===== config.mk =====
export PLATFORM = sky130hd
export DESIGN_NAME = alu_issue_ctrl
export DESIGN_NICKNAME = d
export VERILOG_FILES = /design/src/rtl/alu_issue_ctrl.sv
export SDC_FILE = /design/constraint.sdc
export NUM_CORES = 1
export LEC_CHECK = 0
export CORE_MARGIN = 2
export CORE_UTILIZATION = 35
export DETAILED_ROUTE_END_ITERATION = 16
export PLACE_DENSITY_LB_ADDON = 0.05
export SYNTH_ARGS = -nofsm -noshare
export SYNTH_HDL_FRONTEND = slang
export SYNTH_SLANG_ARGS = --single-unit
export TNS_END_PERCENT = 20

===== constraint.sdc =====
create_clock -name clk -period 3.2 [get_ports clk]
set_input_delay 0.64 -clock clk [delete_from_list [all_inputs] [get_ports clk]]
set_output_delay 0.64 -clock clk [all_outputs]
set_load 0.03 [all_outputs]

===== src/rtl/alu_issue_ctrl.sv =====
// Issue/control FSM for the 8-bit ALU. It accepts one instruction at a time, reads its
// operands, drives the ALU, then writes the result (and optionally the carry) back to the register file.
module alu_issue_ctrl #(
  parameter int REG_W    = 8,
  parameter int OP_W     = 4,
  parameter int ADDR_W   = 3,
  parameter int CAR_REG  = 7,
  parameter int CARRY_WB = 1
) (
  input  logic              clk,
  input  logic              reset,
  input  logic [8:0]        instr,
  input  logic              instr_valid,
  output logic              instr_ready,
  output logic [ADDR_W-1:0] rf_ra_addr,
  output logic [ADDR_W-1:0] rf_rb_addr,
  input  logic [REG_W-1:0]  rf_ra_data,
  input  logic [REG_W-1:0]  rf_rb_data,
  output logic              rf_we,
  output logic [ADDR_W-1:0] rf_wa,
  output logic [REG_W-1:0]  rf_wd,
  output logic [OP_W-1:0]   alu_op,
  output logic [REG_W-1:0]  alu_ra,
  output logic [REG_W-1:0]  alu_rb,
  input  logic [REG_W-1:0]  alu_res,
  input  logic [REG_W-1:0]  alu_car,
  input  logic              alu_zero,
  input  logic              alu_jump,
  output logic              zero_flag,
  output logic              branch_taken,
  output logic              illegal,
  output logic              busy,
  output logic              halted
);

  typedef enum logic [2:0] {
    S_IDLE, S_DECODE, S_EXEC, S_WB, S_WB_CAR, S_HALT
  } state_t;

  localparam logic [OP_W-1:0]   OP_ADD  = OP_W'(4);
  localparam logic [OP_W-1:0]   OP_SUB  = OP_W'(5);
  localparam logic [OP_W-1:0]   OP_MOV  = OP_W'(6);
  localparam logic [OP_W-1:0]   OP_BEQ  = OP_W'(7);
  localparam logic [OP_W-1:0]   OP_SRL  = OP_W'(8);
  localparam logic [OP_W-1:0]   OP_SRA  = OP_W'(9);
  localparam logic [OP_W-1:0]   OP_SLL  = OP_W'(10);
  localparam logic [OP_W-1:0]   OP_HALT = OP_W'(11);
  localparam logic [ADDR_W-1:0] CAR_ADDR = ADDR_W'(CAR_REG);

  state_t            state_q, state_d;
  logic [8:0]        instr_q, instr_d;
  logic [OP_W-1:0]   alu_op_q, alu_op_d;
  logic [REG_W-1:0]  alu_ra_q, alu_ra_d;
  logic [REG_W-1:0]  alu_rb_q, alu_rb_d;
  logic [REG_W-1:0]  car_q, car_d;
  logic              zero_s_q, zero_s_d;
  logic              zero_flag_q, zero_flag_d;
  logic              rf_we_q, rf_we_d;
  logic [ADDR_W-1:0] rf_wa_q, rf_wa_d;
  logic [REG_W-1:0]  rf_wd_q, rf_wd_d;
  logic              branch_q, branch_d;
  logic              illegal_q, illegal_d;

  logic [OP_W-1:0]   opc;
  logic [ADDR_W-1:0] ra_idx;
  logic [ADDR_W-1:0] rb_idx;
  logic              carry_op;

  assign opc      = OP_W'(instr_q[8:5]);
  assign ra_idx   = ADDR_W'(instr_q[4:2]);
  assign rb_idx   = ADDR_W'(instr_q[1:0]);
  assign carry_op = (CARRY_WB != 0) && (opc inside {OP_ADD, OP_SUB, OP_SRL, OP_SRA, OP_SLL});

  always_comb begin
    state_d     = state_q;
    instr_d     = instr_q;
    alu_op_d    = alu_op_q;
    alu_ra_d    = alu_ra_q;
    alu_rb_d    = alu_rb_q;
    car_d       = car_q;
    zero_s_d    = zero_s_q;
    zero_flag_d = zero_flag_q;
    rf_we_d     = 1'b0;
    rf_wa_d     = rf_wa_q;
    rf_wd_d     = rf_wd_q;
    branch_d    = 1'b0;
    illegal_d   = 1'b0;
    case (state_q)
      S_IDLE: begin
        if (instr_valid) begin
          instr_d = instr;
          state_d = S_DECODE;
        end
      end
      S_DECODE: begin
        // HALT must be tested before the illegal range since 11 lies above the last ALU op.
        if (opc == OP_HALT) begin
          state_d = S_HALT;
        end else if (opc > OP_SLL) begin
          illegal_d = 1'b1;
          state_d   = S_IDLE;
        end else begin
          alu_op_d = opc;
          alu_ra_d = (opc == OP_MOV) ? rf_rb_data : rf_ra_data;
          alu_rb_d = rf_rb_data;
          state_d  = S_EXEC;
        end
      end
      S_EXEC: begin
        car_d    = alu_car;
        zero_s_d = alu_zero;
        if (opc == OP_BEQ) begin
          branch_d = alu_jump;
          state_d  = S_IDLE;
        end else begin
          rf_we_d = 1'b1;
          rf_wa_d = ra_idx;
          rf_wd_d = alu_res;
          state_d = S_WB;
        end
      end
      S_WB: begin
        zero_flag_d = zero_s_q;
        if (carry_op) begin
          rf_we_d = 1'b1;
          rf_wa_d = CAR_ADDR;
          rf_wd_d = car_q;
          state_d = S_WB_CAR;
        end else begin
          state_d = S_IDLE;
        end
      end
      S_WB_CAR: state_d = S_IDLE;
      S_HALT:   state_d = S_HALT;
      default:  state_d = S_IDLE;
    endcase
  end

  always_ff @(posedge clk or posedge reset) begin
    if (reset) begin
      state_q     <= S_IDLE;
      instr_q     <= '0;
      alu_op_q    <= '0;
      alu_ra_q    <= '0;
      alu_rb_q    <= '0;
      car_q       <= '0;
      zero_s_q    <= 1'b0;
      zero_flag_q <= 1'b0;
      rf_we_q     <= 1'b0;
      rf_wa_q     <= '0;
      rf_wd_q     <= '0;
      branch_q    <= 1'b0;
      illegal_q   <= 1'b0;
    end else begin
      state_q     <= state_d;
      instr_q     <= instr_d;
      alu_op_q    <= alu_op_d;
      alu_ra_q    <= alu_ra_d;
      alu_rb_q    <= alu_rb_d;
      car_q       <= car_d;
      zero_s_q    <= zero_s_d;
      zero_flag_q <= zero_flag_d;
      rf_we_q     <= rf_we_d;
      rf_wa_q     <= rf_wa_d;
      rf_wd_q     <= rf_wd_d;
      branch_q    <= branch_d;
      illegal_q   <= illegal_d;
    end
  end

  assign instr_ready  = (state_q == S_IDLE);
  assign busy         = (state_q != S_IDLE) && (state_q != S_HALT);
  assign halted       = (state_q == S_HALT);
  assign rf_ra_addr   = ra_idx;
  assign rf_rb_addr   = rb_idx;
  assign rf_we        = rf_we_q;
  assign rf_wa        = rf_wa_q;
  assign rf_wd        = rf_wd_q;
  assign alu_op       = alu_op_q;
  assign alu_ra       = alu_ra_q;
  assign alu_rb       = alu_rb_q;
  assign zero_flag    = zero_flag_q;
  assign branch_taken = branch_q;
  assign illegal      = illegal_q;

endmodule


# Yosys cells after proc, flatten, opt, wreduce, memory -nomap -nowiden
# Index checks and enable logic that the tools add are counted.
# classes
magnitude_cmp	1
muxes	21
n_reduce_logical	8
n_bitwise	2
n_eq_ne	16
# ops
cell	count
$mux 8	3
$eq 4x3->1 const B	4
$eq 4x4->1 const B	4
$pmux 8 s2	1
$mux 3	5
$pmux 3 s5	1
$mux 1	7
$eq 3x2->1 const B	2
$ne 2x2->1 const B	3
$pmux 3 s2	1
$reduce_and 3->1	2
$reduce_bool 5->1	1
$gt 4x4->1 const B	1
$mux 2	2
$eq 3x1->1 const B	1
$eq 3x3->1 const B	1
$logic_not 3->1	1
$ne 3x3->1 const B	1
$reduce_bool 3->1	1
$not 1->1	2
$pmux 1 s2	1
$reduce_and 2->1	1
$reduce_bool 2->1	1
$logic_and 1x1->1	1
# totals
out_inout_bits	44
ff_bits	56
in_bits	46

# Depth between registers and ports, before layout
# Gate-level depths: netlist of the first run.
# depth
word_depth	4
depth_mapped	5

# Worst setup path before layout of the first run
# OpenSTA, ideal clock, no wires.
# synth_timing
path_type	reg2out
start	reg state_q[1]
end	out busy
slack_ns	1.179
path_stages_with_launch	4
arrival_time_ns	1.381
t_required_ns	2.560
n_path_buf	0
cell_sequence	dfrtp_1 -> nand2b_1 -> nor2_1 -> nor2_1
# synth_between
elab_chain_cells	2
word_cells_on_any_way	3
# synth_lines
item	line	rtl
from (decl)	50	state_t state_q, state_d;
from (signal assigned)	155	state_q <= state_d;
$ne 3x3->1 / $reduce_bool 3->1 (equally long branches)	172	assign busy = (state_q != S_IDLE) && (state_q != S_HALT);
$logic_and 1x1->1 (*)	172	
to (decl)	32	output logic busy,
# Mark *: on every way between the ends. The rest lies on a longest branch, timed or not.

# Final worst setup path of the first run
# layout_timing
start	reg state_q[1]
end	out halted
# layout_between
elab_chain_cells	1
# layout_lines
item	line	rtl
$eq 3x3->1	173	assign halted = (state_q == S_HALT);
to (decl)	33	output logic halted
# Every way passes these cells.

==> results of run 1 <==
-- sequential cells by signal, summed over array words and instances (netlist names) --
| name | count |
|---|---|
| alu_op | 4 |
| alu_ra | 8 |
| alu_rb | 8 |
| branch_taken | 1 |
| car_q | 8 |
| illegal | 1 |
| instr_q | 9 |
| rf_wa | 3 |
| rf_wd | 8 |
| rf_we | 1 |
| state_q | 3 |
| zero_flag | 1 |
| zero_s_q | 1 |
-- per-stage QoR --
stage	hold slack [ns]	setup slack, ns	std cells
final	0.483	0.684	371
after detailed placement	0.465	1.03	364
after CTS	0.491	0.674	371
after global routing	0.513	0.555	371
after global placement	0.458	1.04	364
after floorplan	0.459	1.18	207
-- kinds of logic after synthesis --
| group | after synthesis | share of synthesized area |
|---|---|---|
| mux | 27 | 0.123 |
| simple gates | 76 | 0.157 |
| other cells | 1 | 0.00157 |
| flops | 56 | 0.585 |
| compound gates | 28 | 0.0883 |
| buf+inv | 19 | 0.0460 |
-- area by class of cell --
type	count	area, sq um
fill	611	3300
sequential	56	1400
timing repair buffer	91	916
multi-input combinational	132	885
tap	80	100
clock buffer	7	96.3
inverter	5	18.8
-- report_power, final --
group          internal [mW]  total (mW)  switching [mW]
combinational          0.919        2.04            1.12
clock                  0.193       0.410           0.217
sequential              1.06        1.31           0.244
total                   2.18        3.76            1.58
-- critical path, stage by stage, from the launching register on --
cell and delay (ns):
dfrtp_1 0.48, nand2b_1 0.22, nor2_1 0.18, clkdlybuf4s50_1 0.70
-- how the worst max path moves through the flow --
stage	slack, ns	end	cells past startpoint
3_5_place_dp	1.03	halted	3
5_1_grt	0.56	halted	3
2_1_floorplan	1.18	busy	3
3_3_place_gp	1.04	halted	3
4_1_cts	0.67	halted	3
6_report	0.68	halted	3
-- synth_stat cells, drive strengths merged --
cell / instances / area (sq um)
o22a: 2 / 17.5
conb: 1 / 3.75
dfrtp: 56 / 1400
or3b: 1 / 8.76
nand2: 38 / 143
buf: 14 / 91.3
a2bb2oi: 1 / 8.76
nand3: 2 / 15.0
and2b: 1 / 7.51
a21oi: 4 / 20.0
o221a: 8 / 90.1
o21ai: 9 / 48.8
inv: 5 / 18.8
mux2: 19 / 214
nor3: 3 / 20.0
nor3b: 3 / 32.5
or2: 9 / 56.3
a211oi: 1 / 7.51
and3: 2 / 12.5
mux2i: 8 / 80.1
nand2b: 3 / 18.8
and2: 1 / 6.26
and4b: 1 / 10.0
nor2: 12 / 45.0
a31oi: 3 / 18.8
-- per-layer routing --
| layer | vias up | part of all wire |
|---|---|---|
| met5 | - | 0 |
| met3 | 6 | 0.050 |
| met1 | 822 | 0.50 |
| met4 | 0 | 0.010 |
| li1 | 869 | - |
| met2 | 56 | 0.44 |
==> metrics.md, run 1 <==
| Metric | Value |
|---|---|
| Post-DP HPWL | `3880 um` |
| Worst r2r src | `state_q[1]` |
| Residual DRC | `0` |
| Cts repair resizes | `0` |
| Mapped Nets | `253` |
| Worst Hold Launch | `alu_rb[0]` |
| Final Cell Area | `0.00342 sq mm` |
| I/O Buffers | `88` |
| Worst-Margin Slew | `0.638 ns` |
| Hold Path Class | `flop to flop` |
| Clk slew on worst S/H paths | `0.09 ns` |
| DP Area | `0.00332 sq mm` |
| Post-synthesis sequential element count | `56` |
| Worst skew pair latency | `0.30 ns` |
| Met3 Track Usage GR | `0.0371` |
| WP data required | `2.56 ns` |
| Met1 global-route usage | `0.223` |
| Arrival time of the worst setup path | `1.88 ns` |
| Antenna cells | `0` |
| Layout area overhead | `42.6%` |
| Most frequent cells in the layout | `88 x clkdlybuf4s50_1, 56 x dfrtp_1, 38 x nand2_1` |
| IO Count | `90` |
| Tot Pwr | `3.76 mW` |
| CTS tree | `yes` |
| Max Cap Viol | `0` |
| Vias in the first global route | `1696` |
| LEAKAGE | `1.45 nW` |
| Syn. warnings | `0` |
| H-tree depth | `2` |
| Max Freq | `398 MHz` |
| CP Capture Type | `primary output` |
| Core Footprint | `0.00672 sq mm` |
| Setup violations, final | `0` |
| Final Hold Viols | `0` |
| Reg2Reg Depth | `5` |
| TNS Setup | `0 ns` |
| First-pass GRT wire length | `8830 um` |
| Power Density | `1100 mW/mm^2` |
| DR vias | `1753` |
| Share of cells above drive strength 1 | `0.131` |
| Wirelength per Cell | `14.5 um` |
| Final Util | `0.509` |
| Worst Hold Depth | `2` |
| Synth Cell Area | `0.00240 sq mm` |
| Clk buf depth | `2` |
| Reg2Reg Setup Slack | `1.21 ns` |
| Seq/Total Area, Yosys | `0.585` |
| Synthesized area per cell | `11.6 sq um` |
| RSZ-0062 raised after global routing | `false` |
| Maximum fanout along the worst path | `8` |
| Cts-stage hold buffer count | `0` |
| Distinct cells, synth | `33` |
| Peak supply drop | `0.608 mV` |
| First-pass DRT Iterations | `4` |
| Core Rows | `30` |
| Routed WL | `5390 um` |
| Largest net degree at the start of global routing | `30` |
| Clock Skew | `0.00495 ns` |
| CP startpoint kind | `flop` |
| GRT overflow | `0` |
| Post-route ant nets | `0` |
| Total CTS buffers | `5` |
| Die area | `0.00752 sq mm` |
| Antenna violations before repair | `0` |
| Hold Path End | `alu_rb[0]` |
| Initial DRC Count | `39` |
| DR vias/cell | `4.73` |
| Syn Inst Count | `207` |
| Grt met2 use | `0.224` |
| Most common cell after layout, fill and taps aside | `clkdlybuf4s50_1` |
| FF-to-FF End | `rf_wd[1]` |
| # Post-CTS Setup Buffers | `0` |
| Die height | `86.7 um` |
| Final Max Tran Viols | `0` |
| Critical path type | `flop to primary output` |
| Min Tclk post-route | `2.52 ns` |
| Root buf cell | `clkbuf_8` |
| Clock Sinks | `56` |
| Critical path origin | `state_q[1]` |
| Status | `finished, final reports clean` |
| Tot GR Track Use | `0.151` |
| Initial core utilization | `0.357` |
| # nets final | `337` |
| Slew HR | `0.574` |
| Die X | `86.7 um` |
| Final RePlAce weighted congestion | `0.727` |
| Period utilization | `0.786` |
| GR peak layer | `met2` |
No activity file was read; power rests on OpenSTA's default activity.
==> run 2, diff against run 1 <==
- clock period: 3.2 -> 2.5 ns (I/O delays scaled with it)
==> run 2 against run 1 <==
Net effect: first-iteration DRC count is 54% higher; via count is 1.3% higher; cell count is 0.27% higher; non-clock buffer count stayed put; clock power is 21% higher; sequential cell count stayed put; clock skew is 0.0011 ns higher; worst setup slack worse by 0.57 ns; power is 28% higher; design area is 0.18% lower; critical path type unchanged; largest cell class unchanged.
==> metrics.md, run 2 (same netlist as run 1, synthesis figures left out) <==
| Metric | Value |
|---|---|
| Min Tclk post-route | `2.38 ns` |
| # nets final | `337 (unchanged)` |
| Most frequent cells in the layout | `88 x clkdlybuf4s50_1, 56 x dfrtp_1, 38 x nand2_1` |
| Top reg by flops | `instr_q` |
| Power Density | `1400 mW/mm^2 (+28%)` |
| Routed WL | `5490 um (+2.0%)` |
| Slew HR | `0.604 (+0.0298)` |
| Placed insts | `364 (unchanged)` |
| RSZ-0062 raised after global routing | `false` |
| Status | `finished, final reports clean` |
| Final Max Tran Viols | `0 (unchanged)` |
| Final Hold Viols | `0 (unchanged)` |
| Post-DP HPWL | `3980 um (+2.4%)` |
| Layout area overhead | `42.3%` |
| Setup violations, final | `0 (unchanged)` |
| Largest net degree at the start of global routing | `57 (+90%)` |
| Initial DRC Count | `60 (+54%)` |
| Initial core utilization | `0.357 (unchanged)` |
| Residual DRC | `0 (unchanged)` |
| H-tree depth | `2 (unchanged)` |
| Final RePlAce weighted congestion | `0.740 (+1.9%)` |
| Arrival time of the worst setup path | `1.88 ns (about the same)` |
| WP data required | `2.00 ns (-0.56 ns)` |
| First-pass DRT Iterations | `4 (unchanged)` |
| First-pass GRT wire length | `9140 um (+3.5%)` |
| Clk slew on worst S/H paths | `0.09 ns (about the same)` |
| Core Footprint | `0.00672 sq mm (unchanged)` |
| DR vias/cell | `4.77 (+1.0%)` |
| Share of cells above drive strength 1 | `0.127 (-0.00387)` |
| DR vias | `1776 (+1.3%)` |
| Cts repair resizes | `0 (unchanged)` |
| GRT overflow | `0 (unchanged)` |
| Most common cell after layout, fill and taps aside | `clkdlybuf4s50_1` |
| I/O Buffers | `88 (unchanged)` |
| Root buf cell | `clkbuf_8` |
| Antenna cells | `0 (unchanged)` |
| CTS tree | `yes` |
| Die area | `0.00752 sq mm (unchanged)` |
| Core Rows | `30 (unchanged)` |
| Max Cap Viol | `0 (unchanged)` |
| Clock Sinks | `56 (unchanged)` |
| Die height | `86.7 um (unchanged)` |
| Critical path type | `flop to primary output` |
| IO Count | `90 (unchanged)` |
| LEAKAGE | `1.44 nW (-0.33%)` |
| Tot GR Track Use | `0.155 (+0.00457)` |
| Post-route ant nets | `0 (unchanged)` |
| Clk buf depth | `2 (unchanged)` |
| Peak supply drop | `0.747 mV (+23%)` |
| Final Non-Filler Cells | `372 (+0.27%)` |
| Worst skew pair latency | `0.30 ns (about the same)` |
| CP startpoint kind | `flop` |
| Die X | `86.7 um (unchanged)` |
| Hold Path Class | `flop to flop` |
| Total CTS buffers | `5 (unchanged)` |
| Vias in the first global route | `1763 (+4.0%)` |
| Final Util | `0.508 (-0.000931)` |
| Fin Hold WS | `0.481 ns (-0.00170 ns)` |
| Max Freq | `420 MHz` |
| Cts-stage hold buffer count | `0 (unchanged)` |
| Worst-Margin Slew | `0.594 ns (-0.0437 ns)` |
| TNS Setup | `0 ns (unchanged)` |
| Clock Skew | `0.00602 ns (+0.00107 ns)` |
| Wirelength per Cell | `14.8 um (+1.7%)` |
| # Post-CTS Setup Buffers | `0 (unchanged)` |
| CP Capture Type | `primary output` |
| Maximum fanout along the worst path | `8 (unchanged)` |
| Period utilization | `0.953` |
| Number of flip-flops in the largest register | `9 (unchanged)` |
| Antenna violations before repair | `0 (unchanged)` |
run 2: final timing paths:
check	startpoint	endpoint	slack (ns)	cells after the start
max	state_q[1]	halted	0.12	3
min	alu_rb[2]	alu_rb[2]	0.48	2
max reg2reg	instr_q[8]	rf_wd[1]	0.57	4
min reg2reg	alu_rb[2]	alu_rb[2]	0.48	2
max in group asynchronous	reset	state_q[2]	1.69	3
min in group asynchronous	reset	alu_ra[1]	0.56	3
run 2: worst max-delay path, stage by stage, from the launching register on:
cell             delay [ns]
dfrtp_1                0.48
nand2b_1               0.22
nor2_1                 0.19
clkdlybuf4s50_1        0.70
run 2: metal layers:
metal  track usage  wire length, um
met1         0.227             2670
met2         0.230             2430
met3        0.0400              345
met4        0.0384               52
met5             0                0
run 2: report_power, final:
part,internal (mW),total [mW],switching [mW]
clock,0.227,0.497,0.271
combinational,1.18,2.61,1.44
sequential,1.36,1.68,0.316
total,2.77,4.79,2.03
run 2: through the flow:
step | total power, mW | instance area [sq um] | setup WS [ns]
after detailed placement | 4.35 | 3320 | 0.453
after CTS | 4.86 | 3410 | 0.0983
after global placement | 4.32 | 3320 | 0.471
after global routing | 5.14 | 3410 | 0.00451
final | 4.79 | 3410 | 0.117
after floorplan | 3.40 | 2400 | 0.619
run 2: cell type report:
| type | instances | area (sq um) |
|---|---|---|
| clock buffers | 8 | 90.1 |
| fillers | 625 | 3310 |
| multi-input cells | 132 | 885 |
| well taps | 80 | 100 |
| flip-flops and latches | 56 | 1400 |
| repair buffers | 91 | 916 |
| inverters | 5 | 18.8 |
